[config.mk]
export PLATFORM = sky130hd
export DESIGN_NAME = data_mem_arbiter
export DESIGN_NICKNAME = d
export VERILOG_FILES = /design/src/rtl/riscv_32i_defs_pkg.sv /design/src/rtl/data_mem_arb_pkg.sv /design/src/rtl/data_mem_arbiter_rr_arbiter.sv /design/src/rtl/data_mem_arbiter.sv
export SDC_FILE = /design/constraint.sdc
export NUM_CORES = 1
export LEC_CHECK = 0
export CAP_MARGIN = 20
export CELL_PAD_IN_SITES_DETAIL_PLACEMENT = 2
export CELL_PAD_IN_SITES_GLOBAL_PLACEMENT = 2
export CORE_MARGIN = 1.5
export CORE_UTILIZATION = 10
export CTS_CLUSTER_SIZE = 12
export DETAILED_ROUTE_END_ITERATION = 6
export PLACE_DENSITY = 0.77
export REMOVE_ABC_BUFFERS = 1
export SLEW_MARGIN = 20
export SYNTH_ARGS = -nofsm -noshare
export SYNTH_HDL_FRONTEND = slang
export SYNTH_SLANG_ARGS = --single-unit
[constraint.sdc]
create_clock -name clk -period 1.8 [get_ports clk]
set_input_delay 0.36 -clock clk [delete_from_list [all_inputs] [get_ports clk]]
set_output_delay 0.36 -clock clk [all_outputs]
set_load 0.01 [all_outputs]
[src/rtl/riscv_32i_defs_pkg.sv]
// Base RV32I word and address types shared across the core and its memory subsystem.
package riscv_32i_defs_pkg;
  localparam int XLEN = 32;
  typedef logic [XLEN-1:0] word_t;
  typedef logic [XLEN-1:0] addr_t;
endpackage

[src/rtl/data_mem_arb_pkg.sv]
// Shared definitions for the data_mem arbiter; also imported by its testbench.
package data_mem_arb_pkg;
  import riscv_32i_defs_pkg::*;

  localparam int NUM_REQ_DFLT      = 2;
  localparam int LOCK_TIMEOUT_DFLT = 16;

  typedef logic [$clog2(NUM_REQ_DFLT)-1:0] req_idx_t;

  typedef enum logic {
    ST_UNLOCKED = 1'b0,
    ST_LOCKED   = 1'b1
  } lock_state_e;
endpackage

[src/rtl/data_mem_arbiter_rr_arbiter.sv]
// Combinational round-robin arbiter with an optional single-owner lock override.
module rr_arbiter #(
  parameter int N  = 2,
  parameter int IW = 1
) (
  input  logic [N-1:0]  req,
  input  logic [IW-1:0] rr_ptr,
  input  logic          lock_en,
  input  logic [IW-1:0] lock_owner,
  output logic [N-1:0]  grant,
  output logic [IW-1:0] grant_idx,
  output logic          grant_vld
);

  logic [IW-1:0] cand_idx;

  // First requester at or after rr_ptr wins; a held lock restricts eligibility to its owner.
  always_comb begin
    grant     = '0;
    grant_idx = '0;
    grant_vld = 1'b0;
    cand_idx  = '0;
    if (lock_en) begin
      if (req[lock_owner]) begin
        grant[lock_owner] = 1'b1;
        grant_idx         = lock_owner;
        grant_vld         = 1'b1;
      end else begin
        grant_vld = 1'b0;
      end
    end else begin
      for (int k = 0; k < N; k++) begin
        cand_idx = IW'((int'(rr_ptr) + k) % N);
        if (!grant_vld && req[cand_idx]) begin
          grant[cand_idx] = 1'b1;
          grant_idx       = cand_idx;
          grant_vld       = 1'b1;
        end else begin
          grant_vld = grant_vld;
        end
      end
    end
  end

endmodule

[src/rtl/data_mem_arbiter.sv]
// Shares single-port data_mem among NUM_REQ valid/ready requesters with round-robin
// grant, an RMW lock with idle timeout, and a registered one-cycle-latency response.
module data_mem_arbiter
  import riscv_32i_defs_pkg::*;
  import data_mem_arb_pkg::*;
#(
  parameter int NUM_REQ      = NUM_REQ_DFLT,
  parameter int ADDR_WIDTH   = $bits(addr_t),
  parameter int DATA_WIDTH   = $bits(word_t),
  parameter int LOCK_TIMEOUT = LOCK_TIMEOUT_DFLT
) (
  input  logic                                clk,
  input  logic                                rst,
  input  logic [NUM_REQ-1:0]                  req_valid,
  output logic [NUM_REQ-1:0]                  req_ready,
  input  logic [NUM_REQ-1:0]                  req_wr_sel,
  input  logic [NUM_REQ-1:0]                  req_lock,
  input  logic [NUM_REQ-1:0][ADDR_WIDTH-1:0]  req_addr,
  input  logic [NUM_REQ-1:0][DATA_WIDTH-1:0]  req_wr_data,
  output logic [NUM_REQ-1:0]                  rsp_valid,
  output logic [DATA_WIDTH-1:0]               rsp_rd_data,
  output logic                                mem_wr_sel,
  output logic [ADDR_WIDTH-1:0]               mem_addr,
  output logic [DATA_WIDTH-1:0]               mem_wr_data,
  input  logic [DATA_WIDTH-1:0]               mem_rd_data,
  output logic                                lock_err
);

  localparam int IW = (NUM_REQ > 1) ? $clog2(NUM_REQ) : 1;
  localparam int CW = $clog2(LOCK_TIMEOUT + 1);

  lock_state_e         state_q, state_d;
  logic [IW-1:0]       rr_ptr_q, rr_ptr_d;
  logic [IW-1:0]       lock_owner_q, lock_owner_d;
  logic [CW-1:0]       lock_cnt_q, lock_cnt_d;
  logic [NUM_REQ-1:0]  rsp_valid_q, rsp_valid_d;
  logic [DATA_WIDTH-1:0] rsp_rd_data_q, rsp_rd_data_d;
  logic                lock_err_q, lock_err_d;

  logic [NUM_REQ-1:0]  grant;
  logic [IW-1:0]       grant_idx;
  logic                grant_vld;
  logic                hs;

  function automatic logic [IW-1:0] next_idx(input logic [IW-1:0] i);
    if (i == IW'(NUM_REQ - 1)) begin
      return '0;
    end else begin
      return i + IW'(1);
    end
  endfunction

  rr_arbiter #(.N(NUM_REQ), .IW(IW)) u_rr_arbiter (
    .req        (req_valid),
    .rr_ptr     (rr_ptr_q),
    .lock_en    (state_q == ST_LOCKED),
    .lock_owner (lock_owner_q),
    .grant      (grant),
    .grant_idx  (grant_idx),
    .grant_vld  (grant_vld)
  );

  // A grant is only a handshake outside reset, so nothing reaches memory while rst is high.
  assign hs = grant_vld & ~rst;

  // Memory mux and ready are combinational so data_mem writes on the handshake edge itself.
  always_comb begin
    req_ready   = '0;
    mem_wr_sel  = 1'b0;
    mem_addr    = '0;
    mem_wr_data = '0;
    if (hs) begin
      req_ready   = grant;
      mem_wr_sel  = req_wr_sel[grant_idx];
      mem_addr    = req_addr[grant_idx];
      mem_wr_data = req_wr_data[grant_idx];
    end else begin
      req_ready = '0;
    end
  end

  // Next-state for the lock FSM, round-robin pointer, timeout counter and response.
  always_comb begin
    state_d       = state_q;
    rr_ptr_d      = rr_ptr_q;
    lock_owner_d  = lock_owner_q;
    lock_cnt_d    = lock_cnt_q;
    lock_err_d    = 1'b0;
    rsp_valid_d   = hs ? grant : '0;
    rsp_rd_data_d = (hs && !req_wr_sel[grant_idx]) ? mem_rd_data : '0;
    case (state_q)
      ST_UNLOCKED: begin
        if (hs && req_lock[grant_idx]) begin
          state_d      = ST_LOCKED;
          lock_owner_d = grant_idx;
          lock_cnt_d   = '0;
        end else if (hs) begin
          rr_ptr_d = next_idx(grant_idx);
        end else begin
          rr_ptr_d = rr_ptr_q;
        end
      end
      ST_LOCKED: begin
        if (hs) begin
          lock_cnt_d = '0;
          if (!req_lock[grant_idx]) begin
            state_d  = ST_UNLOCKED;
            rr_ptr_d = next_idx(lock_owner_q);
          end else begin
            state_d = ST_LOCKED;
          end
        end else if (lock_cnt_q == CW'(LOCK_TIMEOUT - 1)) begin
          state_d    = ST_UNLOCKED;
          rr_ptr_d   = next_idx(lock_owner_q);
          lock_cnt_d = '0;
          lock_err_d = 1'b1;
        end else begin
          lock_cnt_d = lock_cnt_q + CW'(1);
        end
      end
      default: begin
        state_d = ST_UNLOCKED;
      end
    endcase
  end

  // State registers; reset also drops any response still in flight.
  always_ff @(posedge clk) begin
    if (rst) begin
      state_q       <= ST_UNLOCKED;
      rr_ptr_q      <= '0;
      lock_owner_q  <= '0;
      lock_cnt_q    <= '0;
      rsp_valid_q   <= '0;
      rsp_rd_data_q <= '0;
      lock_err_q    <= 1'b0;
    end else begin
      state_q       <= state_d;
      rr_ptr_q      <= rr_ptr_d;
      lock_owner_q  <= lock_owner_d;
      lock_cnt_q    <= lock_cnt_d;
      rsp_valid_q   <= rsp_valid_d;
      rsp_rd_data_q <= rsp_rd_data_d;
      lock_err_q    <= lock_err_d;
    end
  end

  assign rsp_valid   = rsp_valid_q;
  assign rsp_rd_data = rsp_rd_data_q;
  assign lock_err    = lock_err_q;

endmodule

==> flow_metrics.env <==
export IMPL_fp_row_count=54
export IMPL_grt_ovfl_total=0
export IMPL_drive_above_1_share_pct=37.9
export IMPL_p_int_mw=2.48
export IMPL_drt_iter0_drc=66
export IMPL_synth_xor_area_share_pct=0
export IMPL_ys_seq_area_share_pct=39.2
export IMPL_numPortBuffers=269
export IMPL_violations="negative setup slack"
export IMPL_switching_share_pct=32.2
export IMPL_avgSynthCellArea_um2=7.81
export IMPL_crit_required_ns=1.44
export IMPL_netlist_area_mm2=0.00219
export IMPL_synth_area_leader_cell="dfxtp_1"
export IMPL_cts_clk_slew_worst_paths_ns=0.07
export IMPL_core_area_mm2=0.0217
export IMPL_stdcell_count=867
export IMPL_cts_made_buffers=5
export IMPL_antenna_found_initial=2
export IMPL_num_nets_final=754
export IMPL_synthDistinctLibCells=35
export IMPL_rsz0062_at_grt="yes"
export IMPL_grt_pass1_vias=3825
export IMPL_vias_per_cell=4.05
export IMPL_yosysWarnings=0
export IMPL_crit_path_max_incr_delay_ns=0.39
export IMPL_synthSimpleGateAreaFrac_pct=25.3
export IMPL_clock_sinks=43
export IMPL_yosys_top_cells_area="dfxtp_1 (39%), o22ai_1 (18%), nor2_1 (11%), and3_1 (9.1%), buf_2 (3.2%)"
export IMPL_timing_final_crit_share_pct=123
export IMPL_p_total_mw=3.66
export IMPL_cellLeakagePower_nw=2.53
export IMPL_crit_chain="a21bo_4, a221o_2, buf_6, buf_12, nor2_2, buf_4"
export IMPL_initial_core_util_pct=10.1
export IMPL_synth_mux_area_share_pct=0.627
export IMPL_p_comb_share_pct=46.4
export IMPL_crit_buf_inv=3
export IMPL_endpoint_kind="primary output"
export IMPL_irDropWorstVdd_mv=0.388
export IMPL_io_pins=270
export IMPL_maxSlewViolCount=0
export IMPL_fin_ws_ns=-0.416
export IMPL_cp_arrival_ns=1.86
export IMPL_min_path_type="flip-flop to flip-flop"
export IMPL_setup_viol=73
export IMPL_syn_to_final_growth_pct=187
export IMPL_synth_top_area_share_pct=39.2
export IMPL_cellPowerDensity_mw_per_mm2=582
export IMPL_path_delay_family="compound AO/OA/AOI/OAI gates"
export IMPL_start_kind="flip-flop"
export IMPL_postRouteAntennaNets=0
export IMPL_dieWidth_um=151
export IMPL_power_frac_clock_pct=26.0
export IMPL_synth_ff_type="dfxtp_1"
export IMPL_hold_viol=0
export IMPL_post_drt_wl_per_cell_um=19.5
export IMPL_fill_cells=2411
export IMPL_max_cap_viol_count=0
export IMPL_vias=3511
export IMPL_slowest_stage="a221o_2"
export IMPL_synth_compound_area_share_pct=27.6
export IMPL_p_seq_share_pct=27.6
export IMPL_synthAdderAreaFrac_pct=0.570
export IMPL_outcome="finished with violations"
export IMPL_worst_pin_slew_ns=0.348
export IMPL_p_sw_mw=1.18
export IMPL_clkLatencyLatePin_ns=0.29
export IMPL_crit_fanout=12
export IMPL_die_y_um=151
export IMPL_htree_levels=2
export IMPL_wl_um=16900
export IMPL_drc=0
export IMPL_clock_path_buffers=2
export IMPL_dr_pass1_iters=4
export IMPL_grt_util_all_layers_pct=13.5
export IMPL_synth_top_family_by_area="compound AO/OA/AOI/OAI gates"
export IMPL_ys_ff_latch=43
export IMPL_max_slew_margin_rel_pct=76.7
export IMPL_synthArstFlopShare_pct=0
export IMPL_cts_tree="yes"
export IMPL_synth_edf_count=0
export IMPL_cts_root_buf="clkbuf_16"
export IMPL_clock_skew_ns=0.00453
export IMPL_dieArea_mm2=0.0228
export IMPL_max_clock_freq_mhz=451
export IMPL_grt_max_degree=36
export IMPL_dp_cells=824
export IMPL_syn_inst=281
export IMPL_hpwl_um=11300
export IMPL_crit_type="flip-flop to primary output"
export IMPL_gp_congestion=0.767
export IMPL_period_needed_ns=2.22
export IMPL_grt_pass1_wl_um=22800
-- state kept, by name (all words and copies together), names as in the netlist --
register	flops
rr_ptr_q	1
lock_cnt_q	5
rsp_valid	2
lock_err	1
lock_owner_q	1
rsp_rd_data	32
state_q	1
-- synthesized netlist by cell type, drive strengths merged, types with 2 or more instances --
cell type,number
inv,3
a31oi,2
dfxtp,43
a211o,2
nand2,5
buf,19
a311oi,2
o31ai,2
nand3,5
nor2b,2
clkbuf,10
o22ai,64
nor2,67
a21oi,4
and3,32
and2,2
o21ai,3
-- final timing paths --
kind / start / end / slack, ns / cells after the start
min: lock_cnt_q[3] / lock_cnt_q[3] / 0.49 / 1
min reg2reg: lock_cnt_q[3] / lock_cnt_q[3] / 0.49 / 1
max reg2reg: lock_owner_q / rr_ptr_q / -0.20 / 10
max: lock_owner_q / mem_wr_data[4] / -0.42 / 6
-- layout make-up --
type / count / area, µm² / area share [%]
Antenna cell: 1 / 2.50 / 0.0398
Multi-Input combinational cell: 206 / 1630 / 26.0
Tap cell: 280 / 350 / 5.57
Inverter: 3 / 11.3 / 0.179
Clock inverter: 3 / 26.3 / 0.418
Sequential cell: 43 / 867 / 13.8
Clock buffer: 5 / 125 / 1.99
Timing Repair Buffer: 326 / 3280 / 52.1
-- per-layer routing --
layer / vias to the layer above / global-route usage, % / wire, µm / share of wire, %
li1: 1645 / - / - / -
met1: 1656 / 13.8 / 6160 / 36
met2: 192 / 26.6 / 8910 / 53
met3: 16 / 4.01 / 1590 / 9.4
met4: 2 / 3.35 / 211 / 1.2
met5: - / 0 / 18 / 0.11
-- placed cells by master, fill, tap and decap left out, types with 8 or more instances in the layout --
cell             instances
clkdlybuf4s50_1        200
o22ai_1                 47
buf_2                   43
dfxtp_1                 40
buf_6                   35
nor2_2                  32
and3_1                  31
buf_4                   26
nor2_4                  21
nor2_1                  14
o22ai_2                 11
buf_12                   9
clkbuf_16                8
-- power by group through the flow --
stage	sequential, mW	combinational (mW)	clock, mW
global route	1.02	1.81	1.05
global placement	1.03	1.31	0
floorplan	1.05	0.393	0
detailed placement	1.03	1.33	0
CTS	1.01	1.49	1.01
finish	1.01	1.70	0.950
-- through the flow --
stage / setup slack, ns / instance area, µm² / util [%] / setup TNS, ns / hold WS [ns]
2_1_floorplan: -1.27 / 2060 / - / -99.08 / 0.429
3_3_place_gp: -1.04 / 5340 / 24.6 / -91.61 / 0.448
3_5_place_dp: -1.07 / 5340 / 24.6 / -92.33 / 0.456
4_1_cts: -0.415 / 5750 / 26.5 / -26.35 / 0.470
5_1_grt: -0.482 / 6290 / 29.0 / -30.22 / 0.516
6_report: -0.416 / 6290 / 29.0 / -24.74 / 0.487
-- kinds of logic after synthesis --
group / after synthesis
and+or+nand+nor: 118
buffers and inverters: 32
DFF: 43
adders and majority gates: 1
AOI/OAI and AO/OA: 86
muxes: 1
-- what timing repair did --
action                                  in CTS  in global routing
resized for setup                          339                109
buffers inserted                            17                  9
cloned                                       9                  3
hold buffers                                 0                  0
endpoints found under the hold margin        0                  0
pin swaps                                    9                 20
endpoints found under the setup margin     108                108
Power figures use the tool's default switching activity.
